===== src/rtl/dmem_mmio.sv =====
// Memory-stage data port: word RAM with combinational reads, plus a
// memory-mapped UART transmitter (TX FIFO feeding an 8N1 serializer).
module dmem_mmio #(
  parameter int unsigned DEPTH_WORDS = 64,
  parameter int unsigned FIFO_DEPTH  = 8,
  parameter int unsigned CLK_DIV     = 16,
  parameter logic [31:0] UART_BASE   = 32'h0000_1000
) (
  input  logic        clk,
  input  logic        reset,
  input  logic        memwrite,
  input  logic [31:0] addr,
  input  logic [31:0] writedata,
  output logic [31:0] readdata,
  output logic        uart_tx,
  output logic        tx_busy
);

  localparam int unsigned AW = $clog2(DEPTH_WORDS);
  localparam int unsigned PW = $clog2(FIFO_DEPTH);
  localparam int unsigned CW = $clog2(FIFO_DEPTH + 1);
  localparam int unsigned DW = $clog2(CLK_DIV);

  typedef enum logic [1:0] {
    S_IDLE  = 2'd0,
    S_START = 2'd1,
    S_DATA  = 2'd2,
    S_STOP  = 2'd3
  } tx_state_e;

  logic [31:0]   mem [DEPTH_WORDS];
  logic [7:0]    fifo_q [FIFO_DEPTH];
  logic [PW-1:0] rd_ptr_q, wr_ptr_q;
  logic [CW-1:0] count_q;
  logic          ovf_q;
  tx_state_e     state_q;
  logic [7:0]    shift_q;
  logic [DW-1:0] cnt_q;
  logic [2:0]    idx_q;
  logic          tx_q;

  logic ram_sel_c, tx_sel_c, stat_sel_c;
  logic empty_c, full_c, bit_end_c;
  logic push_c, pop_c;
  logic unused_c;

  // Word-granular decode; byte offset bits are don't-care.
  assign ram_sel_c  = (addr[31:2] < 30'(DEPTH_WORDS));
  assign tx_sel_c   = (addr[31:2] == UART_BASE[31:2]);
  assign stat_sel_c = (addr[31:2] == (UART_BASE[31:2] + 30'd1));
  assign unused_c   = ^{addr[1:0], writedata[31:8]};

  assign empty_c   = (count_q == '0);
  assign full_c    = (count_q == CW'(FIFO_DEPTH));
  assign bit_end_c = (cnt_q == DW'(CLK_DIV - 1));

  // Full is judged on the pre-pop count, so a push into a full FIFO always drops.
  assign push_c = memwrite && tx_sel_c && !full_c;
  assign pop_c  = !empty_c && ((state_q == S_IDLE) || ((state_q == S_STOP) && bit_end_c));

  assign tx_busy = (state_q != S_IDLE);
  assign uart_tx = tx_q;

  always_comb begin
    readdata = '0;
    if (ram_sel_c) begin
      readdata = mem[addr[AW+1:2]];
    end else if (stat_sel_c) begin
      readdata = {28'b0, ovf_q, tx_busy, full_c, empty_c};
    end
  end

  // Storage arrays carry no reset.
  always_ff @(posedge clk) begin
    if (memwrite && ram_sel_c) begin
      mem[addr[AW+1:2]] <= writedata;
    end
    if (reset && push_c) begin
      fifo_q[wr_ptr_q] <= writedata[7:0];
    end
  end

  always_ff @(posedge clk) begin
    if (!reset) begin
      rd_ptr_q <= '0;
      wr_ptr_q <= '0;
      count_q  <= '0;
      ovf_q    <= 1'b0;
      state_q  <= S_IDLE;
      shift_q  <= '0;
      cnt_q    <= '0;
      idx_q    <= '0;
      tx_q     <= 1'b1;
    end else begin
      if (push_c) wr_ptr_q <= wr_ptr_q + PW'(1);
      if (pop_c)  rd_ptr_q <= rd_ptr_q + PW'(1);
      if (push_c && !pop_c) begin
        count_q <= count_q + CW'(1);
      end else if (!push_c && pop_c) begin
        count_q <= count_q - CW'(1);
      end

      if (memwrite && tx_sel_c && full_c) begin
        ovf_q <= 1'b1;
      end else if (memwrite && stat_sel_c) begin
        ovf_q <= 1'b0;
      end

      unique case (state_q)
        S_IDLE: begin
          tx_q  <= 1'b1;
          cnt_q <= '0;
          if (!empty_c) begin
            shift_q <= fifo_q[rd_ptr_q];
            tx_q    <= 1'b0;
            state_q <= S_START;
          end
        end
        S_START: begin
          if (bit_end_c) begin
            cnt_q   <= '0;
            idx_q   <= '0;
            tx_q    <= shift_q[0];
            state_q <= S_DATA;
          end else begin
            cnt_q <= cnt_q + DW'(1);
          end
        end
        S_DATA: begin
          if (bit_end_c) begin
            cnt_q <= '0;
            if (idx_q == 3'd7) begin
              tx_q    <= 1'b1;
              state_q <= S_STOP;
            end else begin
              idx_q   <= idx_q + 3'd1;
              shift_q <= shift_q >> 1;
              tx_q    <= shift_q[1];
            end
          end else begin
            cnt_q <= cnt_q + DW'(1);
          end
        end
        S_STOP: begin
          if (bit_end_c) begin
            cnt_q <= '0;
            if (!empty_c) begin
              shift_q <= fifo_q[rd_ptr_q];
              tx_q    <= 1'b0;
              state_q <= S_START;
            end else begin
              state_q <= S_IDLE;
            end
          end else begin
            cnt_q <= cnt_q + DW'(1);
          end
        end
        default: state_q <= S_IDLE;
      endcase
    end
  end

endmodule


===== config.mk =====
export PLATFORM = sky130hd
export DESIGN_NAME = dmem_mmio
export DESIGN_NICKNAME = d
export VERILOG_FILES = /design/src/rtl/dmem_mmio.sv
export SDC_FILE = /design/constraint.sdc
export NUM_CORES = 2
export LEC_CHECK = 0
export ABC_AREA = 0
export CORE_ASPECT_RATIO = 0.5
export CORE_MARGIN = 2
export CORE_UTILIZATION = 55
export CTS_CLUSTER_SIZE = 40
export DETAILED_ROUTE_END_ITERATION = 12
export PLACE_DENSITY = 0.71
export SLEW_MARGIN = 20
export SYNTH_ARGS = -nofsm -noshare
export SYNTH_HDL_FRONTEND = slang
export SYNTH_SLANG_ARGS = --single-unit

===== constraint.sdc =====
create_clock -name clk -period 6.65 [get_ports clk]
set_clock_uncertainty 0.1 [all_clocks]
set_input_delay 1.33 -clock clk [delete_from_list [all_inputs] [get_ports clk]]
set_output_delay 1.33 -clock clk [all_outputs]
set_load 0.005 [all_outputs]

After elaboration in Yosys (flattened, before gate mapping)
Memory sizes are Yosys's and may differ from the RTL's. A register that Yosys moved wholly into a read port is not among the register bits.
Index checks and enable logic that the tools add are counted.

word-level totals
  flip-flop bits (word level) = 29
  bits in writable memories = 2,112
  input bits = 67
  output and inout port bits = 34
  word-level logic and storage cells = 97
  memories kept = 2

memory list
  memory  depth  bits a word  read ports  clocked after memory_dff  write ports  line  RTL
  mem     64     32           1           0                         1            31    logic [31:0] mem [DEPTH_WORDS];
  fifo_q  8      8            1           1                         1            32    logic [7:0] fifo_q [FIFO_DEPTH];

operators by class
  $add $sub $neg = 6
  $lt $le $gt $ge = 1
  eq/ne operators = 15
  muxes and demuxes = 37
  reduce and logical (&&, ||, !) cells = 27

operators with widths
  kind                                                  number
  == test 30 x 11 -> 1 bit (second input constant)      2
  two-way mux 32 bit                                    1
  two-way mux 8 bit                                     4
  < comparator 30 x 7 -> 1 bit (second input constant)  1
  one-hot mux 8 bit (3 select lines)                    1
  two-way mux 4 bit                                     4
  two-way mux 3 bit                                     5
  inequality test 2 bit (second input constant)         7
  two-way mux 1 bit                                     13
  AND reduction 4 bit                                   3
  logical AND 1 bit                                     10
  two-way mux 2 bit                                     5
  adder 3 x 1 -> 3 bit (second input constant)          3
  adder 4 x 1 -> 4 bit (second input constant)          2
  == test 4 bit (second input constant)                 2
  one-hot mux 2 bit (4 select lines)                    1
  one-hot mux 4 bit (2 select lines)                    1
  nonzero test 2 bit                                    4
  one-hot mux 3 bit (2 select lines)                    1
  AND reduction 5 bit                                   1
  == test 2 bit (second input constant)                 2
  logical NOT 1 bit                                     4
  logical NOT 4 bit                                     1
  one-hot mux 1 bit (4 select lines)                    1
  7 further kinds                                       7

Logic depth before layout (Yosys ltp)
  word-level depth = 7
  mapped depth = 14
  gate-level depth less buffers = 13

Least setup slack after synthesis
No wires, ideal clock.

  kind = input to register
  from = in addr[5]
  to = mem mem[45][0] (enable)
  library setup time = 0.461 ns
  data arrival time = 4.895 ns
  required time = 6.089 ns
  setup slack = 1.194 ns
  stages on the path = 7
  path buffers = 4
  cell sequence = clkbuf_1 -> clkbuf_1 -> and2_1 -> clkbuf_1 -> buf_1 -> nand2_1 -> nor3_1

on the way
  word-level cells in the longest chain between the ends = 4

RTL lines
  element                                  line  RTL
  start, declared                          12    input logic [31:0] addr,
  < comparator 30 x 7 -> 1 bit             48    assign ram_sel_c = (addr[31:2] < 30'(DEPTH_WORDS));
  logical AND 1 bit                        75    if (memwrite && ram_sel_c) begin
  two-way mux 1 bit                        75
  two-way mux 1 bit (not written as such)  76    mem[addr[AW+1:2]] <= writedata;
  end, declared                            31

Parallel ways exist; a longest one is shown, timed or not.

Worst setup path in the final report
  from = in addr[4]
  to = out readdata[1]

on the way
  word-level cells in the longest chain between the ends = 3

RTL lines
  element                                                               line  RTL
  branches (longest 2 deep; another with < comparator 30 x 7 -> 1 bit)  n/a
  two-way mux 32 bit *                                                  66    if (ram_sel_c) begin
  end, declared                                                         14    output logic [31:0] readdata,

Every way passes the cells marked *.

==> results.cfg <==
[synthesis]
ys_types = 69
synth_edf_count = 2112
synth_top_flop_cell = edfxtp_1
yosysSeqAreaShare = 0.772
postSynthCellCount = 4535
yosys.area.top_type = edfxtp_1
synth_area_sq_um = 83000
synth_top_area_share = 0.764
avgSynthCellArea_sq_um = 18.3
synthArstFlopShare = 0
yosysWarnings = 0
synthTopCellsByArea = edfxtp_1 76%, mux4_2 4.7%, mux2i_1 2.5%, mux2_2 2.4%, o22ai_1 2.1%
syn-num-nets = 4616
synth_seq_cells = 2144

[clock_tree]
cts.sinks = 2144
cts_tree = built
cts_buffers = 176
cts.clk_slew.worst_paths_ns = 0.06
insertion_delay_ns = 0.82
cts_root_buf = clkbuf_16
htreeDepth = 4
cts.path.max_buffers = 3

[route]
drt_first_pass_iters = 6
drtIter0Drc = 9780
drt-total-wl_mm = 265
vias = 50148
remaining_drc_errors = 0
via_per_inst = 7.18
ant_nets = 0
wl_per_cell_microns = 38.0

[die]
die_x_microns = 553
rows = 100
initial_core_util = 0.556
die_area_sq_um = 154000
die_height_microns = 279
coreArea_sq_um = 149000
io_pins = 101

[setup_path]
r2r_slack_ns = 3.42
worstPathMaxFanout = 38
reg2reg_depth = 11
setup.worst_path.start_class = input port
critPathRequiredTime_ns = 5.22
arrival_ns = 5.18
critPathKind = input port to output port
r2r_start = count_q[0]
end_kind = output port
r2r_end = count_q[3]

[sta]
rsz0062_at_grt = false
slew_viol_final = 0
timing.final.crit_share = 0.994
hold_violations = 0
worst_pin_slew_ns = 1.22
post-route-min-period_ns = 6.61
tns_ns = 0
setup-violations-final = 0
maxSlewHeadroom = 0.187
hold_ws_ns = 0.364
max_freq_ghz = 0.151

[worst_hold_path]
min_path_cells = 1
hold_end = cnt_q[0]
hp-class = flop to flop
hp-start = cnt_q[0]

[placement]
hpwl_mm = 156
gp_congestion = 0.903
place_area_sq_um = 88400
port-buffer-count = 98

[outcome]
status = completed

[cells_and_area]
final_common_cell = edfxtp_1
final_area_sq_um = 94000
area_growth_pct = 13.3
nFillCells = 10019
final_cell_mix = 2112 x edfxtp_1, 299 x buf_4, 272 x o22ai_1
drive_gt1_frac = 0.214
fin_nets = 4927
final_core_util = 0.630

[global_route]
grt_max_degree = 73
grt_pass1_wl_mm = 366
grt_use_total = 0.342
grt_pass1_vias = 47707
antenna_found_initial = 6
overflow = 0

[power_and_ir_drop]
ir_drop_uv = 207
p_leak_nw = 29.7
powerDensity_nw_per_um2 = 289
internal_power_w = 0.0210
p_comb_frac = 0.071
p_clk_frac = 0.378
seqPwrFrac = 0.550
netSwitchingFraction = 0.228
netSwitchingPower_w = 0.00620

[flow_run]
cap_violations = 0
power by group through the flow:
| stage | Combinational, W | Clock, W | Sequential [W] |
|---|---|---|---|
| finish | 0.00194 | 0.0103 | 0.0150 |
| global route | 0.00203 | 0.0108 | 0.0150 |
| CTS | 0.00188 | 0.0103 | 0.0150 |
| detailed placement | 0.00187 | 0 | 0.0153 |
| global placement | 0.00181 | 0 | 0.0153 |
| floorplan | 0.00109 | 0 | 0.0152 |
cell usage after synthesis (14+ instances only):
cell type,n
a22oi_1,58
mux4_2,172
a222oi_1,20
buf_6,31
buf_2,107
a21oi_1,176
o221ai_1,127
o21ai_0,111
a31oi_1,14
mux2_2,176
o211ai_1,15
dfxtp_1,32
a221oi_1,67
nor2b_1,22
clkbuf_1,85
nor2_1,211
edfxtp_1,2112
buf_4,54
nand2_1,196
nor4_1,14
mux2i_1,208
o22ai_1,272
buf_1,21
nand3_1,22
nor3_1,27
cell type report:
| cell class | instances | area (sq um) | share of cell area |
|---|---|---|---|
| Inverter | 11 | 46.3 | 0.000492 |
| Sequential cell | 2144 | 64100 | 0.681 |
| Clock buffer | 228 | 4660 | 0.0496 |
| Multi-Input combinational cell | 2080 | 17700 | 0.189 |
| Tap cell | 1989 | 2490 | 0.0265 |
| Antenna cell | 9 | 22.5 | 0.000240 |
| Timing Repair Buffer | 433 | 4120 | 0.0438 |
| Clock inverter | 94 | 881 | 0.00937 |
through the flow:
stage                     total power, W  setup slack [ns]  std cells
after global placement            0.0171            0.0621       6654
after detailed placement          0.0171           0.00759       6656
after floorplan                   0.0163              1.19       4535
after global routing              0.0278            0.0415       6981
after CTS                         0.0271            0.0816       6978
final                             0.0272            0.0427       6988
sequential cells by signal, indices dropped and copies added, names as in the netlist, named ones only:
name      count
mem        2048
shift_q       8
count_q       4
fifo_q       64
rd_ptr_q      3
idx_q         3
wr_ptr_q      3
uart_tx       1
cnt_q         4
state_q       2
ovf_q         1
worst max-delay path, cell delays in order:
cell and delay, ns:
buf_8 0.20, buf_12 0.24, and2_0 0.50, buf_4 0.38, a22o_1 0.25, a221oi_1 0.35, o21ai_0 0.24, a2111oi_1 0.79
buf_4 0.23, o22ai_1 0.10, clkdlybuf4s50_1 0.49
logic make-up (layout without fill, tap and decap cells):
kind of cell,count (synthesis),in the layout,synth area share
AOI/OAI and AO/OA,943,943,0.0776
xor gates and xnor gates,9,9,0.000950
adders and majority gates,14,14,0.00220
buffers and inverters,311,766,0.0213
DFF,2144,2144,0.772
muxes,559,559,0.0966
other,0,9,0
and+or+nand+nor,555,555,0.0292
layer usage:
metal	vias to the layer above	wire [microns]	track usage
li1	19261	-	-
met1	25351	92400	0.478
met2	4729	113000	0.488
met3	797	45900	0.117
met4	10	14100	0.158
met5	-	200	0.00679
repair_timing:
| action | in CTS | in global routing |
|---|---|---|
| pin swaps | 0 | 0 |
| resized for setup | 2 | 3 |
| gates cloned | 0 | 0 |
| buffers inserted | 0 | 0 |
| endpoints found under the setup margin | 2 | 3 |
| hold buffers | 0 | 0 |
worst max path at each step:
stage / start / end / slack, ns / depth (start not counted)
after global placement: addr[20] / readdata[29] / 0.06 / 11
after global routing: addr[14] / readdata[29] / 0.04 / 11
after detailed placement: addr[14] / readdata[17] / 0.008 / 10
final: addr[4] / readdata[1] / 0.04 / 11
after floorplan: addr[5] / mem[45][0] / 1.19 / 7
after CTS: addr[3] / readdata[1] / 0.08 / 12
No activity file was read; power rests on OpenSTA's default activity.
